===== src/rtl/mul_pkg.sv =====
// Shared widths and FSM state encoding for the sequential 32x32 multiplier.
package mul_pkg;

    localparam int A_W    = 32;
    localparam int B_W    = 32;
    localparam int BYTE_W = 8;
    localparam int PP_W   = 40;
    localparam int P_W    = 64;
    localparam int NSTEP  = 4;
    localparam int IDX_W  = $clog2(NSTEP);

    typedef enum logic [1:0] {
        IDLE,
        MUL,
        DONE
    } mulState_t;

endpackage


===== src/rtl/bit32_MUL.sv =====
// Combinational 32x8 unsigned array multiplier producing a 40-bit partial product.
module bit32_MUL
    import mul_pkg::*;
(
    input  logic [A_W-1:0]    a,
    input  logic [BYTE_W-1:0] b,
    output logic [PP_W-1:0]   pp
);

    always_comb begin
        pp = '0;
        for (int i = 0; i < BYTE_W; i++) begin
            if (b[i]) begin
                pp = pp + ({{(PP_W-A_W){1'b0}}, a} << i);
            end
        end
    end

endmodule


===== src/rtl/mul32_seq_ctrl.sv =====
// 32x32 unsigned multiplier: one B byte per cycle through a shared 32x8 array,
// accumulated into a 64-bit product, with valid/ready on both sides.
module mul32_seq_ctrl
    import mul_pkg::*;
#(
    parameter int EARLY_EXIT = 1
) (
    input  logic           clk,
    input  logic           rst,
    input  logic           in_valid,
    output logic           in_ready,
    input  logic [A_W-1:0] in_a,
    input  logic [B_W-1:0] in_b,
    output logic           out_valid,
    input  logic           out_ready,
    output logic [P_W-1:0] out_p,
    output logic           busy
);

    mulState_t        state;
    mulState_t        stateNext;
    logic [A_W-1:0]   aReg;
    logic [B_W-1:0]   bReg;
    logic [P_W-1:0]   acc;
    logic [P_W-1:0]   accSum;
    logic [P_W-1:0]   outP;
    logic [IDX_W-1:0] idx;
    logic [BYTE_W-1:0] bByte;
    logic [PP_W-1:0]  pp;
    logic             accept;
    logic             highZero;
    logic             lastStep;

    assign in_ready  = !rst && ((state == IDLE) || ((state == DONE) && out_ready));
    assign accept    = in_valid && in_ready;
    assign out_valid = (state == DONE);
    assign busy      = (state != IDLE);
    assign out_p     = outP;

    assign bByte = bReg[BYTE_W*idx +: BYTE_W];

    bit32_MUL uArray (
        .a  (aReg),
        .b  (bByte),
        .pp (pp)
    );

    assign accSum = acc + ({{(P_W-PP_W){1'b0}}, pp} << {idx, 3'b000});

    // Early exit once every byte above the current one is zero.
    always_comb begin
        highZero = 1'b1;
        unique case (idx)
            2'd0:    highZero = (bReg[B_W-1:8] == '0);
            2'd1:    highZero = (bReg[B_W-1:16] == '0);
            2'd2:    highZero = (bReg[B_W-1:24] == '0);
            default: highZero = 1'b1;
        endcase
    end

    assign lastStep = (idx == 2'd3) || ((EARLY_EXIT != 0) && highZero);

    always_comb begin
        stateNext = state;
        unique case (state)
            IDLE: if (accept) stateNext = MUL;
            MUL:  if (lastStep) stateNext = DONE;
            DONE: if (out_ready) stateNext = in_valid ? MUL : IDLE;
            default: stateNext = IDLE;
        endcase
    end

    always_ff @(posedge clk) begin
        if (rst) begin
            state <= IDLE;
            aReg  <= '0;
            bReg  <= '0;
            acc   <= '0;
            idx   <= '0;
            outP  <= '0;
        end else begin
            state <= stateNext;
            if (accept) begin
                aReg <= in_a;
                bReg <= in_b;
                acc  <= '0;
                idx  <= '0;
            end else if (state == MUL) begin
                acc <= accSum;
                idx <= idx + 2'd1;
                if (lastStep) outP <= accSum;
            end
        end
    end

endmodule


===== config.mk =====
export PLATFORM = sky130hd
export DESIGN_NAME = mul32_seq_ctrl
export DESIGN_NICKNAME = d
export VERILOG_FILES = /design/src/rtl/mul_pkg.sv /design/src/rtl/bit32_MUL.sv /design/src/rtl/mul32_seq_ctrl.sv
export SDC_FILE = /design/constraint.sdc
export NUM_CORES = 1
export LEC_CHECK = 0
export ABC_AREA = 1
export ABC_CLOCK_PERIOD_IN_PS = 27400
export CAP_MARGIN = 25
export CORE_ASPECT_RATIO = 0.8
export CORE_MARGIN = 2
export CORE_UTILIZATION = 30
export DETAILED_ROUTE_END_ITERATION = 10
export GPL_TIMING_DRIVEN = 0
export PLACE_DENSITY = 0.55
export SETUP_SLACK_MARGIN = 0.1
export SYNTH_ARGS = -nofsm -noshare
export SYNTH_HDL_FRONTEND = slang
export SYNTH_SLANG_ARGS = --single-unit

===== constraint.sdc =====
create_clock -name clk -period 27.4 [get_ports clk]
set_input_delay 6.85 -clock clk [delete_from_list [all_inputs] [get_ports clk]]
set_output_delay 6.85 -clock clk [all_outputs]
set_load 0.05 [all_outputs]

## After elaboration in Yosys (flattened, before gate mapping)

Index checks and enable logic that the tools add are counted.

| word-level totals | value |
|---|---|
| bits of input ports | 68 |
| flip-flop bits (word level) | 196 |

| operators by class | value |
|---|---|
| shift-type cells | 2 |
| reduce and logical (&&, ||, !) cells | 15 |
| add/sub/neg operators | 9 |
| mux-type cells | 14 |
| bitwise logic cells | 1 |
| equal/unequal tests | 8 |

Operators by type and width:

| kind | number |
|---|---|
| 2-to-1 mux 40 bit | 7 |
| adder 64 bit | 1 |
| left shift 40 x 5 -> 64 bit | 1 |
| adder 40 x 33 -> 40 bit | 1 |
| adder 40 x 34 -> 40 bit | 1 |
| adder 40 x 35 -> 40 bit | 1 |
| adder 40 x 36 -> 40 bit | 1 |
| adder 40 x 37 -> 40 bit | 1 |
| adder 40 x 38 -> 40 bit | 1 |
| adder 40 x 39 -> 40 bit | 1 |
| 2-to-1 mux 32 bit | 1 |
| variable part select 32 x 6 -> 8 bit | 1 |
| zero test 24 bit | 1 |
| zero test 16 bit | 1 |
| zero test 8 bit | 1 |
| == test 2 bit, second input constant | 3 |
| 2-to-1 mux 2 bit | 3 |
| case mux 2 bit (3 select lines) | 1 |
| AND reduction 3 bit | 2 |
| == test 2 x 1 -> 1 bit, second input constant | 2 |
| zero test 2 bit | 2 |
| inequality test 2 bit, second input constant | 2 |
| logical AND 1 bit | 3 |
| case mux 1 bit (3 select lines) | 1 |
| other kinds (8) | 9 |

## Depth between registers and ports, before layout

| logic depth | value |
|---|---|
| depth in word-level cells | 18 |
| depth in mapped cells | 107 |
| depth with buffers taken out | 104 |

## Hierarchy

A second synthesis with hierarchy kept.

| unflattened totals | value |
|---|---|
| cells, all modules | 5580 |
| area, all modules | 31390.1 µm² |

By module, submodules not included:

| module | area each (µm²) | cells an instance | times used |
|---|---|---|---|
| bit32_MUL | 16931.2 | 3067 | 1 |
| mul32_seq_ctrl | 14458.9 | 2513 | 1 |

## Worst setup path before layout

No wires, ideal clock.

| timing path | value |
|---|---|
| path kind | input to output |
| start | in rst |
| end | out in_ready |
| data arrival time | 8078 ps |
| data required time | 20550 ps |
| slack | 12472 ps |
| stages on the path | 4 |
| path buffers | 3 |
| cells stage by stage | clkbuf_1 -> nor2_1 -> clkbuf_1 -> clkbuf_1 |

| between the ends | value |
|---|---|
| cells in the longest elaborated chain, start to end | 2 |

Ends and longest elaborated chain:

| what | line | source |
|---|---|---|
| start, declared | mul32_seq_ctrl.sv:9 | `input logic rst,` |
| zero test 1 bit | mul32_seq_ctrl.sv:34 | `assign in_ready = !rst && ((state == IDLE) \|\| ((state == DONE) && out_ready));` |
| logical AND 1 bit | mul32_seq_ctrl.sv:34 |  |
| end, declared | mul32_seq_ctrl.sv:11 | `output logic in_ready,` |

No other way between the ends.

## Final worst setup path

| timing path | value |
|---|---|
| start | reg idx[0] |
| end | reg outP[58], in the netlist out_p[58] |

| between the ends | value |
|---|---|
| cells in the longest elaborated chain, start to end | 18 |

Ends and longest elaborated chain:

| what | line | source |
|---|---|---|
| start, declared | mul32_seq_ctrl.sv:27 | `logic [IDX_W-1:0] idx;` |
| start signal, assigned | mul32_seq_ctrl.sv:90 | `idx <= idx + 2'd1;` |
| variable part select 32 x 6 -> 8 bit | mul32_seq_ctrl.sv:40 | `assign bByte = bReg[BYTE_W*idx +: BYTE_W];` |
| 2-to-1 mux 32 bit | bit32_MUL.sv:13 | `if (b[i]) begin` |
| adder 40 x 33 -> 40 bit | bit32_MUL.sv:14 | `pp = pp + ({{(PP_W-A_W){1'b0}}, a} << i);` |
| 2-to-1 mux 40 bit | bit32_MUL.sv:13 |  |
| adder 40 x 34 -> 40 bit | bit32_MUL.sv:14 |  |
| 2-to-1 mux 40 bit | bit32_MUL.sv:13 |  |
| adder 40 x 35 -> 40 bit | bit32_MUL.sv:14 |  |
| 2-to-1 mux 40 bit | bit32_MUL.sv:13 |  |
| (+2 left out) | -- |  |
| adder 40 x 37 -> 40 bit | bit32_MUL.sv:14 |  |
| 2-to-1 mux 40 bit | bit32_MUL.sv:13 |  |
| adder 40 x 38 -> 40 bit | bit32_MUL.sv:14 |  |
| 2-to-1 mux 40 bit | bit32_MUL.sv:13 |  |
| adder 40 x 39 -> 40 bit | bit32_MUL.sv:14 |  |
| 2-to-1 mux 40 bit | bit32_MUL.sv:13 |  |
| left shift 40 x 5 -> 64 bit | mul32_seq_ctrl.sv:48 | `assign accSum = acc + ({{(P_W-PP_W){1'b0}}, pp} << {idx, 3'b000});` |
| adder 64 bit | mul32_seq_ctrl.sv:48 |  |
| end signal, assigned | mul32_seq_ctrl.sv:91 | `if (lastStep) outP <= accSum;` |
| end, declared | mul32_seq_ctrl.sv:26 | `logic [P_W-1:0] outP;` |

Parallel ways exist; a longest one is shown, timed or not.
A chain may end at the register's enable or synchronous reset.

==> qor.csv <==
stage;metric;value;unit
sta;final_max_slew_viol_count;0;
run_status;outcome;completed;
detailed_routing;first_pass_iters;8;
layout;multi_input_area;20700;sq um
grt;grt_pass1_vias;29316;
yosys;synth_edf_count;0;
worst_hold_path;min-delay-start;out_p[16];
sta;holdWs;0.473;ns
sta;setup_tns;0;ns
placed_design;numPortBuffers;133;
yosys;synthDistinctLibCells;65;
layout;regArea;3920;sq um
floorplan;chipHeight;276;um
sta;fin_ws;8.97;ns
sta;period_needed;18.43;ns
power;cellLeakagePower;16.0;nW
critical_path;arrival;18.88;ns
floorplan;die-area;95200;sq um
cts;cts.reportedPaths.clkPinSlew;0.09;ns
layout;antenna_cells;0;
worst_hold_path;hold_path_depth;2;
grt;grt_max_degree;21;
cts;cts-root-buf;clkbuf_16;
placed_design;hpwl;98200;um
yosys;synth_area_per_cell;5.88;sq um
floorplan;start_util;0.304;
cts;h-tree-depth;4;
cts;ctsHoldBuffers;0;
power;vdd_drop_max;43.2;uV
layout;nFillCells;10329;
sta;max_freq;54.3;MHz
yosys;ys.flop_type;dfxtp_1;
detailed_routing;wirelength;114000;um
cts;post-cts-setup-buffers;0;
sta;clock_skew;0.0254;ns
layout;drive_gt1_frac;0.0372;
detailed_routing;wl_per_cell;18.7;um
detailed_routing;drc_errors;0;
placed_design;dp_slack;9.67;ns
cts;ctsLongestPathBuffers;2;
detailed_routing;viasPerCell;5.24;
critical_path;reg2reg_slack;8.97;ns
placed_design;placed_cell_area;30700;sq um
cts;clock_latency;0.51;ns
detailed_routing;via_count;32005;
yosys;syn_area;27800;sq um
yosys;yosysTopAreaCell;nand2_1;
layout;fin_nets;5257;
yosys;synthTopCellsByArea;nand2_1 16%, dfxtp_1 14%, ha_1 13%;
yosys;yosysTopAreaCellShare;0.164;
detailed_routing;antenna_left;0;
floorplan;die_w;344;um
critical_path;crit_top_cell;nand2_1;
critical_path;reg2reg_to;out_p[58];
layout;final_common_cell;nand2_1;
cts;cts_tree;built;
worst_hold_path;min_path_type;flip-flop to flip-flop;
placed_design;gp_congestion;0.980;
floorplan;ios;135;
layout;layout.cells.most_common_list;1,216 x nand2_1, 668 x inv_1, 421 x nor2_1;
cts;cts_sinks;196;
layout;stdcell_area;31300;sq um
critical_path;crit_path_start_kind;flip-flop;
yosys;syn_nets;5104;
critical_path;r2r-start;idx[0];
yosys;yosys_warnings;0;
grt;grt_pass1_wl;174000;um
power;power.density;55.2;nW/um^2
grt;grt_remaining_overflow;0;
critical_path;crit_type;flip-flop to flip-flop;
sta;finalHoldViolCount;0;
grt;antenna_found_initial;1;
sta;period_share;0.673;
job;drv_cap;0;
critical_path;slowest_delay;0.57;ns
sta;relSlewSlack;0.302;
yosys;netlist_instances;4730;
floorplan;core;91500;sq um
yosys;yosysSeqAreaShare;0.141;
yosys;async_flop_share;0;
cts;cts_buffers;17;
sta;rsz0062_at_grt;false;
layout;area_growth;12.4;%
yosys;synth_seq_cells;196;
critical_path;rr_worst_depth;86;
sta;setup_violations;0;
power;p_total;1.73;mW
worst_hold_path;hold_end;out_p[16];
grt;grt_usage;0.236;
critical_path;worstPathRequired;27.84;ns
critical_path;crit_path_max_fanout;10;
sta;tightest_slew;1.02;ns
detailed_routing;first_iter_violations;3071;
cts;cts.repair.resized;0;
critical_path;crit_slowest_cell;buf_1;
critical_path;crit_path_end_kind;flip-flop;
floorplan;std_cell_rows;99;
[area by class of cell]
| type | count | area share |
|---|---|---|
| Multi-Input combinational cell | 3718 | 0.664 |
| Clock inverter | 14 | 0.00508 |
| Sequential cell | 196 | 0.126 |
| Tap cell | 1212 | 0.0485 |
| Buffer | 134 | 0.0187 |
| Timing Repair Buffer | 134 | 0.0429 |
| Inverter | 682 | 0.0820 |
| Clock buffer | 18 | 0.0137 |
[cells in the mapped netlist (44+ instances only)]
cell type / number
xor2_1: 102
inv_1: 668
nor2_1: 421
nand2_1: 1216
dfxtp_1: 196
nor3_1: 60
xnor2_1: 76
nand3_1: 320
ha_1: 298
nand4_1: 44
a31oi_1: 51
a21oi_1: 400
clkbuf_1: 92
o211ai_1: 69
o21ai_0: 317
[routing by layer]
layer  global-route usage  up-vias  part of all wire
met3               0.0570       88             0.091
met1                0.372    14795              0.52
li1                     -    16001                 -
met2                0.313     1119              0.37
met5              0.00559        -           0.00055
met4               0.0440        2             0.014
[state kept, by name, indices dropped and copies added (netlist names)]
signal and count:
acc 64, out_p 64, aReg 32, bReg 32, idx 2, state 2
[logic make-up (layout without fill, tap and decap cells)]
kind of cell	Yosys count	in the layout	synth area share
XOR/XNOR	178	178	0.0561
adder cells (fa/ha/maj)	306	306	0.140
buffers and inverters	816	982	0.113
AO/OA/AOI/OAI	1028	1028	0.212
AND/OR/NAND/NOR	2202	2202	0.335
multiplexers	4	4	0.00234
flip-flops	196	196	0.141
[critical path: cells and delay by family (launching register included)]
kind	cells	cell delay, ns
xor gates and xnor gates	7	1.46
and+or+nand+nor	33	5.44
buffers and inverters	12	1.80
DFF	1	0.39
AOI/OAI and AO/OA	25	6.11
adders and majority gates	9	3.18
[power breakdown]
group | switching (mW) | internal [mW]
clock network | 0.145 | 0.122
logic | 0.759 | 0.369
registers | 0.0292 | 0.301
[per-stage QoR]
stage | utilization | instances
after CTS | 0.341 | 6107
after global routing | 0.342 | 6108
after detailed placement | 0.335 | 6075
after floorplan | - | 4730
after global placement | 0.335 | 6075
final | 0.342 | 6108
[worst max-delay path by stage]
| stage | endpoint | start | cells after the start |
|---|---|---|---|
| 2_1_floorplan | in_ready | rst | 4 |
| 3_3_place_gp | out_p[58] | idx[0] | 86 |
| 3_5_place_dp | acc[58] | idx[0] | 86 |
| 4_1_cts | out_p[58] | idx[0] | 86 |
| 5_1_grt | out_p[58] | idx[0] | 86 |
| 6_report | out_p[58] | idx[0] | 86 |
Note: power is estimated with default switching activity, not from simulation.
